### src/rtl/status_annunciator_pkg.sv
// Shared constants for the status annunciator: message codes, display glyphs,
// speaker notes, FSM states and the code-to-display mapping.
package anubis_status_pkg;

  localparam logic [1:0] MSG_SAFE = 2'd0;
  localparam logic [1:0] MSG_PASS = 2'd1;
  localparam logic [1:0] MSG_FAIL = 2'd2;

  // DisplayControl glyph indices; P and F share the same glyph slot.
  localparam logic [4:0] GLYPH_S = 5'd5;
  localparam logic [4:0] GLYPH_A = 5'd10;
  localparam logic [4:0] GLYPH_F = 5'd15;
  localparam logic [4:0] GLYPH_P = 5'd15;
  localparam logic [4:0] GLYPH_E = 5'd14;
  localparam logic [4:0] GLYPH_1 = 5'd1;

  localparam logic [4:0] NOTE_OFF  = 5'b00000;
  localparam logic [4:0] NOTE_PASS = 5'b11110;
  localparam logic [4:0] NOTE_FAIL = 5'b11111;

  localparam logic [3:0] ENABLES_ALL = 4'b1111;

  typedef enum logic [1:0] {
    ST_IDLE = 2'd0,
    ST_SHOW = 2'd1,
    ST_GAP  = 2'd2
  } state_t;

  typedef struct packed {
    logic [4:0] d3;
    logic [4:0] d2;
    logic [4:0] d1;
    logic [4:0] d0;
    logic [4:0] note;
  } face_t;

  // Reserved code 3 is deliberately shown as FAIL.
  function automatic face_t msg_face(input logic [1:0] code);
    face_t f;
    case (code)
      MSG_SAFE: f = '{GLYPH_S, GLYPH_A, GLYPH_F, GLYPH_E, NOTE_OFF};
      MSG_PASS: f = '{GLYPH_P, GLYPH_A, GLYPH_S, GLYPH_S, NOTE_PASS};
      default:  f = '{GLYPH_F, GLYPH_A, GLYPH_1, GLYPH_1, NOTE_FAIL};
    endcase
    return f;
  endfunction

endpackage

### src/rtl/status_annunciator_tick_gen.sv
// Millisecond prescaler: one-cycle tick every TICK_DIV cycles, phase-reset by clr
// so a freshly granted message always gets whole milliseconds.
module ms_tick_gen #(
  parameter int TICK_DIV = 100_000
) (
  input  logic clk,
  input  logic rst,
  input  logic clr,
  output logic tick
);

  localparam int CW = (TICK_DIV > 1) ? $clog2(TICK_DIV) : 1;
  localparam logic [CW-1:0] LAST = CW'(TICK_DIV - 1);

  logic [CW-1:0] cnt_q;
  logic [CW-1:0] cnt_d;

  always_comb begin
    cnt_d = cnt_q + CW'(1);
    if (clr || (cnt_q == LAST)) begin
      cnt_d = '0;
    end
  end

  always_ff @(posedge clk or posedge rst) begin
    if (rst) begin
      cnt_q <= '0;
    end else begin
      cnt_q <= cnt_d;
    end
  end

  assign tick = (cnt_q == LAST);

endmodule

### src/rtl/status_annunciator.sv
// Round-robin scheduler sharing the seven-segment display and speaker between
// result producers; each message is held for its duration, then a SAFE gap.
module status_annunciator
  import anubis_status_pkg::*;
#(
  parameter int NUM_REQ  = 3,
  parameter int TICK_DIV = 100_000,
  parameter int GAP_MS   = 50
) (
  input  logic                    clk,
  input  logic                    rst,
  input  logic [NUM_REQ-1:0]      req,
  input  logic [2*NUM_REQ-1:0]    msg_code,
  input  logic [16*NUM_REQ-1:0]   dur_ms,
  input  logic                    flush,
  output logic [NUM_REQ-1:0]      ack,
  output logic                    busy,
  output logic [4:0]              digit3,
  output logic [4:0]              digit2,
  output logic [4:0]              digit1,
  output logic [4:0]              digit0,
  output logic [3:0]              enables,
  output logic [4:0]              note
);

  localparam int PW = (NUM_REQ > 1) ? $clog2(NUM_REQ) : 1;
  localparam logic [15:0] GAP_LOAD = 16'(GAP_MS);
  localparam logic [PW-1:0] PTR_RESET = PW'(NUM_REQ - 1);

  state_t              state_q, state_d;
  logic [PW-1:0]       ptr_q, ptr_d;
  logic [15:0]         rem_q, rem_d;
  logic [NUM_REQ-1:0]  ack_q, ack_d;
  logic                busy_q, busy_d;
  face_t               face_q, face_d;

  logic                clr;
  logic                tick;
  logic [PW:0]         pick;
  logic [PW-1:0]       win;
  logic [1:0]          win_code;
  logic [15:0]         win_dur;

  // Candidates are visited farthest-first so the nearest one after 'last' wins.
  function automatic logic [PW:0] rr_pick(input logic [NUM_REQ-1:0] r,
                                          input logic [PW-1:0] last);
    logic [PW:0] sel;
    int idx;
    sel = '0;
    for (int k = NUM_REQ; k >= 1; k--) begin
      idx = (int'(last) + k) % NUM_REQ;
      if (r[PW'(idx)]) begin
        sel = {1'b1, PW'(idx)};
      end
    end
    return sel;
  endfunction

  ms_tick_gen #(
    .TICK_DIV (TICK_DIV)
  ) u_tick (
    .clk  (clk),
    .rst  (rst),
    .clr  (clr),
    .tick (tick)
  );

  always_comb begin
    pick     = rr_pick(req, ptr_q);
    win      = pick[PW-1:0];
    win_code = msg_code[2*int'(win) +: 2];
    win_dur  = dur_ms[16*int'(win) +: 16];
  end

  always_comb begin
    state_d = state_q;
    ptr_d   = ptr_q;
    rem_d   = rem_q;
    ack_d   = '0;
    busy_d  = busy_q;
    face_d  = face_q;
    clr     = 1'b0;

    case (state_q)
      ST_IDLE: begin
        busy_d = 1'b0;
        face_d = msg_face(MSG_SAFE);
        if (pick[PW] && !flush) begin
          state_d     = ST_SHOW;
          ptr_d       = win;
          ack_d[win]  = 1'b1;
          rem_d       = (win_dur == 16'd0) ? 16'd1 : win_dur;
          busy_d      = 1'b1;
          face_d      = msg_face(win_code);
          clr         = 1'b1;
        end
      end
      ST_SHOW: begin
        if (tick) begin
          if (rem_q <= 16'd1) begin
            state_d = ST_GAP;
            rem_d   = GAP_LOAD;
            face_d  = msg_face(MSG_SAFE);
          end else begin
            rem_d = rem_q - 16'd1;
          end
        end
      end
      ST_GAP: begin
        if (tick) begin
          if (rem_q <= 16'd1) begin
            state_d = ST_IDLE;
            rem_d   = 16'd0;
            busy_d  = 1'b0;
          end else begin
            rem_d = rem_q - 16'd1;
          end
        end
      end
      default: begin
        state_d = ST_IDLE;
        rem_d   = 16'd0;
        busy_d  = 1'b0;
        face_d  = msg_face(MSG_SAFE);
      end
    endcase

    // An abort drops whatever is on screen; in IDLE it merely blocks the grant.
    if (flush && (state_q != ST_IDLE)) begin
      state_d = ST_IDLE;
      rem_d   = 16'd0;
      busy_d  = 1'b0;
      face_d  = msg_face(MSG_SAFE);
      ack_d   = '0;
    end
  end

  always_ff @(posedge clk or posedge rst) begin
    if (rst) begin
      state_q <= ST_IDLE;
      ptr_q   <= PTR_RESET;
      rem_q   <= 16'd0;
      ack_q   <= '0;
      busy_q  <= 1'b0;
      face_q  <= msg_face(MSG_SAFE);
    end else begin
      state_q <= state_d;
      ptr_q   <= ptr_d;
      rem_q   <= rem_d;
      ack_q   <= ack_d;
      busy_q  <= busy_d;
      face_q  <= face_d;
    end
  end

  assign ack     = ack_q;
  assign busy    = busy_q;
  assign digit3  = face_q.d3;
  assign digit2  = face_q.d2;
  assign digit1  = face_q.d1;
  assign digit0  = face_q.d0;
  assign note    = face_q.note;
  assign enables = ENABLES_ALL;

endmodule

### config.mk
export PLATFORM = sky130hd
export DESIGN_NAME = status_annunciator
export DESIGN_NICKNAME = d
export VERILOG_FILES = /design/src/rtl/status_annunciator_pkg.sv /design/src/rtl/status_annunciator_tick_gen.sv /design/src/rtl/status_annunciator.sv
export SDC_FILE = /design/constraint.sdc
export NUM_CORES = 1
export LEC_CHECK = 0
export CAP_MARGIN = 20
export CELL_PAD_IN_SITES_DETAIL_PLACEMENT = 1
export CELL_PAD_IN_SITES_GLOBAL_PLACEMENT = 2
export CORE_MARGIN = 8
export CORE_UTILIZATION = 36
export DETAILED_ROUTE_END_ITERATION = 10
export DONT_BUFFER_PORTS = 1
export HOLD_SLACK_MARGIN = 0.03
export PLACE_DENSITY = 0.84
export SYNTH_ARGS = -nofsm -noshare
export SYNTH_HDL_FRONTEND = slang
export SYNTH_SLANG_ARGS = --single-unit
### constraint.sdc
create_clock -name clk -period 3.8 [get_ports clk]
set_input_delay 0.76 -clock clk [delete_from_list [all_inputs] [get_ports clk]]
set_output_delay 0.76 -clock clk [all_outputs]
set_load 0.005 [all_outputs]
== Word level (Yosys, flattened, before mapping) ==
Index checks and enable logic that the tools add are counted.

* Equality and inequality tests: 11
* Multiplexer cells: 45
* Shift-type cells: 2
* $add $sub $neg: 5
* Divide/modulo/power cells: 3
* Magnitude comparators: 6
* Reductions and logical operators: 14

{| class="wikitable"
|+ Operators with widths
! kind !! count
|-
| two-way mux 16 bit || 7
|-
| modulo 32 x 3 -> 32 bit, second input constant || 3
|-
| two-way mux 25 bit || 3
|-
| one-hot mux 25 bit (3 select lines) || 1
|-
| one-hot mux 16 bit (3 select lines) || 1
|-
| one-hot mux 24 bit (2 select lines) || 1
|-
| variable part select 48 x 7 -> 16 bit || 1
|-
| two-way mux 24 bit || 1
|-
| two-way mux 3 bit || 6
|-
| adder 17 x 1 -> 17 bit, second input constant || 1
|-
| equality test 17 bit, second input constant || 1
|-
| two-way mux 17 bit || 1
|-
| <= comparator 16 x 1 -> 1 bit, second input constant || 1
|-
| zero test 16 bit || 1
|-
| subtractor 16 x 1 -> 16 bit, second input constant || 1
|-
| inequality test 3 bit, second input constant || 5
|-
| < comparator 2 x 4 -> 1 bit, second input constant || 3
|-
| two-way mux 1 bit || 12
|-
| two-way mux 2 bit || 6
|-
| AND reduction 3 bit || 3
|-
| adder 2 x 2 -> 3 bit, second input constant || 2
|-
| binary-select mux 1 bit (select 2 bit) || 3
|-
| one-hot mux 2 bit (3 select lines) || 1
|-
| variable part select 6 x 4 -> 2 bit || 1
|-
| other kinds (15) || 20
|}

* Flip-flop bits (word level): 66
* Word-level logic and storage cells: 97
* Output and inout bits: 33
* Input port bits: 60

== Logic depth before layout (Yosys ltp) ==
* Depth in word-level cells: 15
* Mapped depth: 14
* Mapped depth without buffers: 11

== By module ==
Synthesis repeated with hierarchy kept, for this count alone.

* Cells, all modules: 396
* Area total of the unflattened synthesis: 3414.5 µm²

{| class="wikitable"
|+ Modules (own cells, without submodules)
! module !! instances !! area an instance (µm²) !! cells an instance !! seq. area each (µm²)
|-
| status_annunciator || 1 || 2537.4 || 306 || 704.4
|-
| ms_tick_gen || 1 || 877.1 || 90 || 425.4
|}

== Least setup slack after synthesis ==
No wires, ideal clock.

* Kind: register -> register
* From: register ptr_q[1]
* To: register rem_q[0]
* Stages on the path, launching flop included: 13
* Slack: 0.843 ns
* Clock period less this slack: 2.957 ns
* Library setup time: 0.084 ns
* Path buffers: 3
* Data required time: 3.716 ns
* Arrival time: 2.873 ns
* Cells stage by stage: dfstp_2 -> ha_1 -> buf_2 -> mux2i_1 -> o21ai_1 -> mux2_2 -> nor2b_1 -> buf_6 -> buf_6 -> a2bb2oi_1 -> nand4_1 -> or4_1 -> a41oi_2

* Word-level cells in the longest chain between the ends: 14
* Elaborated cells on any way between the ends: 27
* Those cells by class: add/sub: 3; div: 3; eq/ne: 1; shift: 1; mux: 16; reduce/logical: 3

{| class="wikitable"
|+ Ends and longest elaborated chain
! item !! RTL line !! RTL
|-
| from (decl) || status_annunciator.sv:31 || <nowiki>logic [PW-1:0] ptr_q, ptr_d;</nowiki>
|-
| from (signal assigned) || status_annunciator.sv:148 || <nowiki>ptr_q <= ptr_d;</nowiki>
|-
| adder 2 x 2 -> 3 bit || status_annunciator.sv:51 || <nowiki>idx = (int'(last) + k) % NUM_REQ;</nowiki>
|-
| modulo 32 x 3 -> 32 bit || status_annunciator.sv:51 ||
|-
| binary-select mux 1 bit (select 2 bit) || status_annunciator.sv:52 || <nowiki>if (r[PW'(idx)]) begin</nowiki>
|-
| two-way mux 1 bit (not written as such) (2 in a row) || status_annunciator.sv:52 ||
|-
| two-way mux 3 bit (2 in a row) || status_annunciator.sv:52 ||
|-
| two-way mux 3 bit (*) || status_annunciator.sv:52 ||
|-
| variable part select 48 x 7 -> 16 bit || status_annunciator.sv:72 || <nowiki>win_dur = dur_ms[16*int'(win) +: 16];</nowiki>
|-
| zero test 16 bit || status_annunciator.sv:92 || <nowiki>rem_d = (win_dur == 16'd0) ? 16'd1 : win_dur;</nowiki>
|-
| two-way mux 16 bit || status_annunciator.sv:92 ||
|-
| two-way mux 16 bit || status_annunciator.sv:88 || <nowiki>if (pick[PW] && !flush) begin</nowiki>
|-
| one-hot mux 16 bit (3 select lines) || status_annunciator.sv:84 || <nowiki>case (state_q)</nowiki>
|-
| two-way mux 16 bit || status_annunciator.sv:129 || <nowiki>if (flush && (state_q != ST_IDLE)) begin</nowiki>
|-
| to (signal assigned) || status_annunciator.sv:149 || <nowiki>rem_q <= rem_d;</nowiki>
|-
| to (decl) || status_annunciator.sv:32 || <nowiki>logic [15:0] rem_q, rem_d;</nowiki>
|}

Mark *: on every way between the ends. The rest lies on a longest branch, timed or not. The select of a mux whose other input is x is not followed.
A chain may end at the register's enable or synchronous reset.

== Worst setup path in the final report ==
Ends and elaborated chain as after synthesis.

==> flow_summary_export.csv <==
group,metric,value,unit
status,outcome,"completed",
power,ir_drop,0.377,mV
global_routing,antenna_found_initial,0,
route,wl_per_cell,19.7,µm
setup_path,crit_start,"ptr_q[1]",
synth,syn_avg_cell_area,8.64,µm²
sta,setup_ws,0.326,ns
layout,syn_to_final_growth,3.59,%
clock_tree,htree_levels,2,
clock_tree,cts_inserted_buffers,5,
route,top_layer_used,"met4",
setup_path,regToRegStartpoint,"ptr_q[1]",
sta,worst_pin_slew,0.702,ns
clock_tree,cts_setup_buffers,0,
place,place_congestion,0.868,
synth,synthTopCellsByArea,"dfrtp_1, mux2i_1, buf_4, a2bb2oi_1, nor2_1",
synth,ys_dominant_reg_cell,"dfrtp_1",
setup_path,critPathKind,"flip-flop to flip-flop",
die,dieArea,12100,µm²
layout,drive_gt1_share,8.12,%
die,die_w,110,µm
sta,fmaxAchievable,0.288,GHz
clock_tree,cts_hold_buf,0,
route,wirelength,9.17,mm
route,vias_per_cell,5.78,
place,dp_slack,0.368,ns
synth,synth_top_area_share,33.1,%
synth,ys_ff_latch,45,
sta,fin_setup_tns,0,ns
setup_path,startpoint_type,"flip-flop",
setup_path,regToRegSetupSlack,0.33,ns
synth,synth_cells,367,
route,wl_met1,4.03,mm
power,power,2870,µW
die,rows,34,
global_routing,grt_pass1_wl,14.7,mm
sta,finalSetupViolations,0,
die,coreArea,8640,µm²
synth,synth_cell_types,52,
flow_run,cap_violations,0,
global_routing,grt_pass1_vias,2858,
global_routing,overflow,0,
setup_path,crit_path_end_kind,"flip-flop",
synth,synth-edff-count,0,
sta,finClkSkew,0.0133,ns
route,remaining_drc_errors,0,
sta,slew_violations,0,
clock_tree,cts_sinks,45,
clock_tree,cts_tree,"done",
power,p_leak,0.00143,µW
synth,yosys.area.top_type,"dfrtp_1",
synth,synth_commonest_cells,"dfrtp_1, nor2_1, buf_4, nand2_1, o21ai_0",
sta,hold_viol_final,0,
route,dr.first_iter.drc_count,130,
clock_tree,clk_pin_slew,0.10,ns
place,portBuffers,0,
global_routing,grt_max_degree,46,
clock_tree,clock_latency,0.32,ns
setup_path,cp.required,4.04,ns
layout,final_cells,465,
clock_tree,clk_path_buf_depth,2,
route,drtPass1Iterations,4,
synth,yosys_warnings,0,
synth,netlist_area,3170,µm²
route,vias,2687,
layout,post-route-util,38.0,%
sta,post-route-period-util,91.4,%
synth,synthArstFlopShare,100,%
synth,seq_area_frac_synth,35.6,%
setup_path,crit_arrival,3.71,ns
min_path,hold_class,"input pin to async pin",
synth,synth_most_common_cell,"dfrtp_1",
power,pwr_density_cell,874,nW/µm²
die,initial_utilization,36.7,%
layout,nets,423,
route,route.met2.wl,4.57,mm
route,ant_nets,0,
route,met3_wirelength,438,µm
clock_tree,cts_resized,0,
setup_path,path_max_fanout,19,
place,dp.cells,456,
die,io_pins,93,
sta,maxSlewHeadroom,52.8,%
die,die_h,110,µm
sta,rsz0062_at_grt,"no",
clock_tree,root_buffer,"clkbuf_8",
place,dp_hpwl,6.96,mm
global_routing,grt_use_total,15.3,%
layout,antenna_cells,0,
sta,min_period,3.47,ns
[metal layers]
layer,vias up,GRT usage [%]
li1,1252,-
met1,1340,19.2
met2,81,25.9
met3,14,3.75
met4,0,3.66
met5,-,0
[registers in the layout (all words and copies together), names as in the netlist]
signal and count:
rem_q 16, digit1 2, ack 3, u_tick.cnt_q 17
busy 1, note 2, state_q 2, ptr_q 2
[through the flow]
step,hold slack (ns),instance area (µm²)
after global placement,0.470,3150
after global routing,0.166,3280
after detailed placement,0.478,3150
after CTS,0.493,3260
final,0.181,3280
after floorplan,0.448,3220
[critical path, cell delays in order, from the launching register on]
cell and delay, ns:
dfstp_2 0.56, ha_1 0.33, mux2i_1 0.16, o21ai_1 0.22
o31ai_1 0.13, a21oi_2 0.29, buf_12 0.22, nor2b_1 0.10
buf_4 0.21, a2bb2oi_1 0.27, nand4_1 0.17, or4_1 0.55
a41oi_2 0.18
[path summary, 6_finish.rpt]
kind                            depth (start not counted)          endpoint
worst min-delay path                                    1  u_tick.cnt_q[13]
worst min register to register                          2         digit1[2]
max in group asynchronous                               2          ptr_q[1]
worst max register to register                         12          rem_q[0]
worst max-delay path                                   12          rem_q[0]
min in group clk                                        2         digit1[2]
[layout by cell type (no fill, tap or decap), types with 3 or more instances in the layout]
cell type / n
xnor2_1: 4
o21ai_0: 21
a21oi_1: 17
nand2b_1: 8
o21ai_1: 12
nor3_1: 14
buf_4: 6
clkbuf_8: 5
nor2b_1: 4
nand2_1: 24
xor2_1: 12
mux2_2: 5
a2bb2oi_1: 17
inv_1: 13
ha_1: 7
dfrtp_1: 42
nand4_1: 6
and3_1: 5
nor2_1: 34
o221ai_1: 6
or4_1: 3
nand3_1: 14
dfstp_2: 3
mux2i_1: 20
or3_1: 5
conb_1: 15
[where the power goes]
part           switching, µW  internal, µW
clock                    186           198
combinational            952           739
sequential               166           628
[logic make-up after synthesis]
| logic type | after synthesis | share of synthesized area [%] |
|---|---|---|
| and+or+nand+nor | 129 | 20.2 |
| AOI/OAI and AO/OA | 88 | 18.2 |
| buffers and inverters | 54 | 10.2 |
| DFF | 45 | 35.6 |
| muxes | 25 | 8.09 |
| xor gates and xnor gates | 16 | 4.42 |
| adders and majority gates | 8 | 3.08 |
| other | 2 | 0.237 |
[layout make-up]
class,count,area [µm²]
fillers,1044,5350
multi-input cells,281,1770
flip-flops and latches,45,1130
well taps,108,135
repair buffers,8,85.1
clock buffers,6,72.6
inverters,15,56.3
clock inverters,2,38.8
Note: power is estimated with default switching activity, not from simulation.
